===== src/rtl/regfile_wb_arbiter_pkg.sv =====
// Shared definitions for the register-file writeback arbiter: index width, x0 and grant encodings.
package regfile_wb_arbiter_pkg;

    localparam int RegBus    = 32;
    localparam int RegNum    = 32;
    localparam int REG_IDX_W = 5;

    localparam logic [REG_IDX_W-1:0] REG_X0 = '0;

    typedef enum logic {
        GRANT_EXU = 1'b0,
        GRANT_LSU = 1'b1
    } grant_e;

endpackage


===== src/rtl/regfile_wb_arbiter_wb_scoreboard.sv =====
// Per-register pending scoreboard: set on issue, cleared on the register-file write edge,
// plus the RAW/WAW hazard compare for the instruction presented for issue.
module regfile_wb_arbiter_wb_scoreboard
    import regfile_wb_arbiter_pkg::*;
#(
    parameter int NREG = 32
) (
    input  logic                 clk,
    input  logic                 rst,
    input  logic                 set_en_i,
    input  logic [REG_IDX_W-1:0] set_idx_i,
    input  logic                 clr_en_i,
    input  logic [REG_IDX_W-1:0] clr_idx_i,
    input  logic                 iss_valid_i,
    input  logic [REG_IDX_W-1:0] iss_rs1_i,
    input  logic [REG_IDX_W-1:0] iss_rs2_i,
    input  logic [REG_IDX_W-1:0] iss_rd_i,
    output logic                 hazard_o,
    output logic [NREG-1:0]      pending_o
);

    logic [NREG-1:0] pending_q;
    logic [NREG-1:0] pending_d;

    // Set is applied after clear so a same-cycle set/clear on one index leaves it pending.
    always_comb begin
        pending_d = pending_q;
        if (clr_en_i) pending_d[clr_idx_i] = 1'b0;
        if (set_en_i) pending_d[set_idx_i] = 1'b1;
        pending_d[0] = 1'b0;
    end

    always_ff @(posedge clk) begin
        if (rst) pending_q <= '0;
        else     pending_q <= pending_d;
    end

    // Bit 0 is never set, so x0 sources/destination can never raise a hazard.
    assign hazard_o  = iss_valid_i &
                       (pending_q[iss_rs1_i] | pending_q[iss_rs2_i] | pending_q[iss_rd_i]);
    assign pending_o = pending_q;

endmodule


===== src/rtl/regfile_wb_arbiter.sv =====
// Round-robin EXU/LSU writeback arbiter owning the register-file write port,
// with a registered write stage and a pending scoreboard for issue stalls.
module regfile_wb_arbiter
    import regfile_wb_arbiter_pkg::*;
#(
    parameter int XLEN = 32,
    parameter int NREG = 32
) (
    input  logic                 clk,
    input  logic                 rst,
    input  logic                 exu_valid,
    output logic                 exu_ready,
    input  logic [REG_IDX_W-1:0] exu_rd,
    input  logic [XLEN-1:0]      exu_data,
    input  logic                 lsu_valid,
    output logic                 lsu_ready,
    input  logic [REG_IDX_W-1:0] lsu_rd,
    input  logic [XLEN-1:0]      lsu_data,
    input  logic                 iss_valid,
    input  logic [REG_IDX_W-1:0] iss_rs1,
    input  logic [REG_IDX_W-1:0] iss_rs2,
    input  logic [REG_IDX_W-1:0] iss_rd,
    input  logic                 iss_fire,
    output logic                 hazard,
    output logic                 rf_wen,
    output logic [REG_IDX_W-1:0] rf_rd,
    output logic [XLEN-1:0]      rf_wdata,
    output logic [NREG-1:0]      pending,
    output logic                 err_orphan
);

    // Handshake: a writeback transfers in any cycle where valid & ready. Ready is a pure
    // grant derived from both valids and last_grant; a requester holds rd/data while stalled.

    grant_e               last_grant_q, last_grant_d;
    logic                 rf_wen_q, rf_wen_d;
    logic [REG_IDX_W-1:0] rf_rd_q, rf_rd_d;
    logic [XLEN-1:0]      rf_wdata_q, rf_wdata_d;
    logic                 err_orphan_q, err_orphan_d;

    logic                 exu_gnt, lsu_gnt, any_gnt;
    logic [REG_IDX_W-1:0] gnt_rd;
    logic [XLEN-1:0]      gnt_data;
    logic [NREG-1:0]      pending_vec;

    // On a tie the source that did not win last time is granted.
    always_comb begin
        exu_gnt  = !rst && exu_valid && (!lsu_valid || last_grant_q == GRANT_LSU);
        lsu_gnt  = !rst && lsu_valid && (!exu_valid || last_grant_q == GRANT_EXU);
        any_gnt  = exu_gnt || lsu_gnt;
        gnt_rd   = lsu_gnt ? lsu_rd   : exu_rd;
        gnt_data = lsu_gnt ? lsu_data : exu_data;
    end

    always_comb begin
        last_grant_d = last_grant_q;
        rf_wen_d     = 1'b0;
        rf_rd_d      = rf_rd_q;
        rf_wdata_d   = rf_wdata_q;
        err_orphan_d = err_orphan_q;
        if (any_gnt) begin
            last_grant_d = lsu_gnt ? GRANT_LSU : GRANT_EXU;
            if (gnt_rd != REG_X0) begin
                rf_wen_d   = 1'b1;
                rf_rd_d    = gnt_rd;
                rf_wdata_d = gnt_data;
                if (!pending_vec[gnt_rd]) err_orphan_d = 1'b1;
            end
        end
    end

    always_ff @(posedge clk) begin
        if (rst) begin
            last_grant_q <= GRANT_EXU;
            rf_wen_q     <= 1'b0;
            rf_rd_q      <= '0;
            rf_wdata_q   <= '0;
            err_orphan_q <= 1'b0;
        end else begin
            last_grant_q <= last_grant_d;
            rf_wen_q     <= rf_wen_d;
            rf_rd_q      <= rf_rd_d;
            rf_wdata_q   <= rf_wdata_d;
            err_orphan_q <= err_orphan_d;
        end
    end

    // Pending clears on the same edge the register file captures the write.
    regfile_wb_arbiter_wb_scoreboard #(.NREG(NREG)) u_scoreboard (
        .clk        (clk),
        .rst        (rst),
        .set_en_i   (iss_fire && iss_rd != REG_X0),
        .set_idx_i  (iss_rd),
        .clr_en_i   (rf_wen_q),
        .clr_idx_i  (rf_rd_q),
        .iss_valid_i(iss_valid),
        .iss_rs1_i  (iss_rs1),
        .iss_rs2_i  (iss_rs2),
        .iss_rd_i   (iss_rd),
        .hazard_o   (hazard),
        .pending_o  (pending_vec)
    );

    assign exu_ready  = exu_gnt;
    assign lsu_ready  = lsu_gnt;
    assign rf_wen     = rf_wen_q;
    assign rf_rd      = rf_rd_q;
    assign rf_wdata   = rf_wdata_q;
    assign pending    = pending_vec;
    assign err_orphan = err_orphan_q;

endmodule


===== config.mk =====
export PLATFORM = sky130hd
export DESIGN_NAME = regfile_wb_arbiter
export DESIGN_NICKNAME = d
export VERILOG_FILES = /design/src/rtl/regfile_wb_arbiter_pkg.sv /design/src/rtl/regfile_wb_arbiter_wb_scoreboard.sv /design/src/rtl/regfile_wb_arbiter.sv
export SDC_FILE = /design/constraint.sdc
export NUM_CORES = 1
export LEC_CHECK = 0
export BUFFER_PORTS_ARGS = -buffer_cell sky130_fd_sc_hd__buf_2
export CORE_ASPECT_RATIO = 1.1
export CORE_UTILIZATION = 54
export DETAILED_ROUTE_END_ITERATION = 12
export HOLD_SLACK_MARGIN = 0.03
export PLACE_DENSITY = 0.83
export SKIP_CTS_REPAIR_TIMING = 1
export SLEW_MARGIN = 5
export SYNTH_ARGS = -nofsm -noshare
export SYNTH_HDL_FRONTEND = slang
export SYNTH_SLANG_ARGS = --single-unit

===== constraint.sdc =====
create_clock -name clk -period 4.1 [get_ports clk]
set_input_delay 0.615 -clock clk [delete_from_list [all_inputs] [get_ports clk]]
set_output_delay 0.615 -clock clk [all_outputs]
set_load 0.01 [all_outputs]

==> flow_metrics.env <==
export IMPL_status="complete, no violations"
export IMPL_dieArea_mm2=0.00879
export IMPL_hold_viol_final=0
export IMPL_yosys_area_share_adder_pct=0
export IMPL_arrival_ps=2330
export IMPL_fin_cells=773
export IMPL_worstMarginPinSlew_ps=1040
export IMPL_final_core_utilization_pct=69.0
export IMPL_clk_latency_ps=350
export IMPL_regArea_mm2=0.00142
export IMPL_grt_pass1_vias=4438
export IMPL_max_freq_mhz=340
export IMPL_synth_compound_area_share_pct=29.0
export IMPL_diodes=0
export IMPL_io_pins=169
export IMPL_ys_seq_area_share_pct=31.3
export IMPL_synthTopCellsByArea="dfxtp_1 31%, mux4_2 13%, a311oi_2 9.6%, o21ai_0 8.0%, nand2_1 6.9%"
export IMPL_clk_pin_slew_ps=80
export IMPL_grt_remaining_overflow=0
export IMPL_pwr_share_clk_pct=34.2
export IMPL_first_iter_violations=439
export IMPL_swShare_pct=29.4
export IMPL_ys_ff_latch=71
export IMPL_relSlewSlack_pct=30.5
export IMPL_vdd_drop_max_mv=0.302
export IMPL_core_area_mm2=0.00804
export IMPL_avgSynthCellArea_um2=8.74
export IMPL_placedCellCount=757
export IMPL_period_needed_ps=2950
export IMPL_antenna_found_initial=0
export IMPL_start_util_pct=56.5
export IMPL_drv_slew=0
export IMPL_synth_xor_area_share_pct=0
export IMPL_area_growth_pct=22.0
export IMPL_yosysTopAreaCell="dfxtp_1"
export IMPL_muxShareOfSynthArea_pct=15.8
export IMPL_track_usage_pct=32.6
export IMPL_dr_pass1_iters=5
export IMPL_final_common_cell="buf_2"
export IMPL_cts_tree="built"
export IMPL_tns_ps=0
export IMPL_fin_crit_sh_pct=71.8
export IMPL_synth_distinct_cells=54
export IMPL_die_h_um=98.2
export IMPL_criticalPathCategory="in -> out"
export IMPL_route_detailed_drc=0
export IMPL_wirelength_um=13900
export IMPL_grt_max_degree=91
export IMPL_pwr_density_cell_mw_per_mm2=309
export IMPL_skew_ps=10.1
export IMPL_synth_area_mm2=0.00455
export IMPL_drive_gt1_share_pct=39.2
export IMPL_maxCapViolCount=0
export IMPL_fillers=651
export IMPL_wl_met3_um=1390
export IMPL_h_tree_depth=3
export IMPL_rows=34
export IMPL_layout_common_cells="166 x buf_2, 83 x nand2_1, 73 x o21ai_0"
export IMPL_synth_top_cell_area_share_pct=31.3
export IMPL_numClockSinks=71
export IMPL_synth_top_family_by_area="compound AO/OA/AOI/OAI gates"
export IMPL_dieWidth_um=89.5
export IMPL_endpoint_kind="output pin"
export IMPL_finalWeightedCongestion=0.885
export IMPL_vias_per_cell=6.21
export IMPL_cts_root_buf="clkbuf_8"
export IMPL_num_vias=4798
export IMPL_met1_length_um=5370
export IMPL_wire_per_inst_um=18.0
export IMPL_crit_fanout=9
export IMPL_portBuffers=167
export IMPL_clockBufferDepth=2
export IMPL_yosys_area_share_simple_pct=17.7
export IMPL_total_power_mw=1.71
export IMPL_ant_nets=0
export IMPL_pwr_share_seq_pct=44.6
export IMPL_rsz0062_at_grt="no"
export IMPL_setup_violations=0
export IMPL_yosysWarningCount=0
export IMPL_start_kind="input port"
export IMPL_grt_pass1_wl_um=22000
export IMPL_dp_hpwl_um=10200
export IMPL_wl_met2_um=6660
export IMPL_switchingPower_mw=0.503
export IMPL_pwr_share_comb_pct=21.2
export IMPL_hp_class="reg -> reg"
export IMPL_p_leak_nw=2.22
export IMPL_synthCells=520
export IMPL_multi_input_area_mm2=0.00284
export IMPL_synth_nets=615
export IMPL_finish_net_count=755
export IMPL_cp_required_ps=3480
export IMPL_highest_layer="met4"
export IMPL_cts_inserted_buffers=9
export IMPL_p_int_mw=1.21
## worst paths after layout
| path | start | end | slack [ps] | depth (start not counted) |
|---|---|---|---|---|
| worst min register to register | rf_wdata[2] | rf_wdata[2] | 500 | 2 |
| worst max register to register | last_grant_q | rf_wdata[4] | 1260 | 8 |
| worst max-delay path | iss_rs2[0] | hazard | 1150 | 6 |
| worst min-delay path | rf_wdata[2] | rf_wdata[2] | 500 | 2 |
## critical path, stage by stage
cell	delay [ps]
buf_2	240
mux4_2	540
mux4_2	490
mux2i_1	150
a41oi_1	120
buf_2	160
## power groups by stage
stage	combinational, mW	sequential [mW]	clock (mW)
6_report	0.363	0.763	0.585
4_1_cts	0.361	0.762	0.591
5_1_grt	0.395	0.767	0.619
2_1_floorplan	0.225	0.783	0
3_5_place_dp	0.361	0.777	0
3_3_place_gp	0.348	0.777	0
## cell type report
cell class,instances,share of cell area [%]
multi-input combinational,392,51.3
sequential,71,25.6
timing repair buffer,171,15.9
clock buffer,13,3.05
tap,108,2.44
inverter,15,1.02
clock inverter,3,0.722
## Yosys cell counts, drive strengths merged
| cell type | number |
|---|---|
| nand2 | 83 |
| o21ai | 74 |
| dfxtp | 71 |
| nor2 | 53 |
| a21oi | 36 |
| a311oi | 33 |
| mux4 | 27 |
| clkbuf | 22 |
| buf | 20 |
| inv | 15 |
| nand2b | 8 |
| o211ai | 8 |
| a211oi | 7 |
| nand3 | 7 |
| mux2 | 5 |
| a22oi | 4 |
| and3 | 4 |
| mux2i | 4 |
| nor3b | 4 |
| a31oi | 3 |
| nand3b | 3 |
| nor3 | 3 |
| a21boi | 2 |
| a221oi | 2 |
| a22o | 2 |
| and3b | 2 |
| nand4 | 2 |
| o22a | 2 |
| or2 | 2 |
| a21bo | 1 |
| a32oi | 1 |
| a41oi | 1 |
| and2 | 1 |
| and4bb | 1 |
| conb | 1 |
| nor4b | 1 |
| o2111ai | 1 |
| o21a | 1 |
| o31ai | 1 |
| or3 | 1 |
| or3b | 1 |
## cells by family (layout without fill, tap and decap cells)
kind of cell           count (synthesis)  count (layout)
muxes                                 36              36
and+or+nand+nor                      176             176
AOI/OAI and AO/OA                    179             179
buffers and inverters                 57             202
other                                  1               1
DFF                                   71              71
## layer usage
layer	vias up	global-route usage, %
li1	2203	-
met1	2238	41.9
met2	317	51.1
met3	40	7.78
met4	0	15.1
met5	-	0
## registers in the layout, indices dropped and copies added, names as in the netlist
signal	cells
rf_wdata	32
u_scoreboard.pending_o	31
rf_rd	5
err_orphan	1
last_grant_q	1
rf_wen	1
## through the flow
| stage | hold slack (ps) | setup WS (ps) | instance area (um2) |
|---|---|---|---|
| final | 502 | 1150 | 5550 |
| after floorplan | 516 | 1190 | 4550 |
| after global placement | 484 | 1080 | 5340 |
| after detailed placement | 496 | 936 | 5340 |
| after CTS | 508 | 1140 | 5550 |
| after global routing | 524 | 942 | 5550 |
Note: power is estimated with default switching activity, not from simulation.
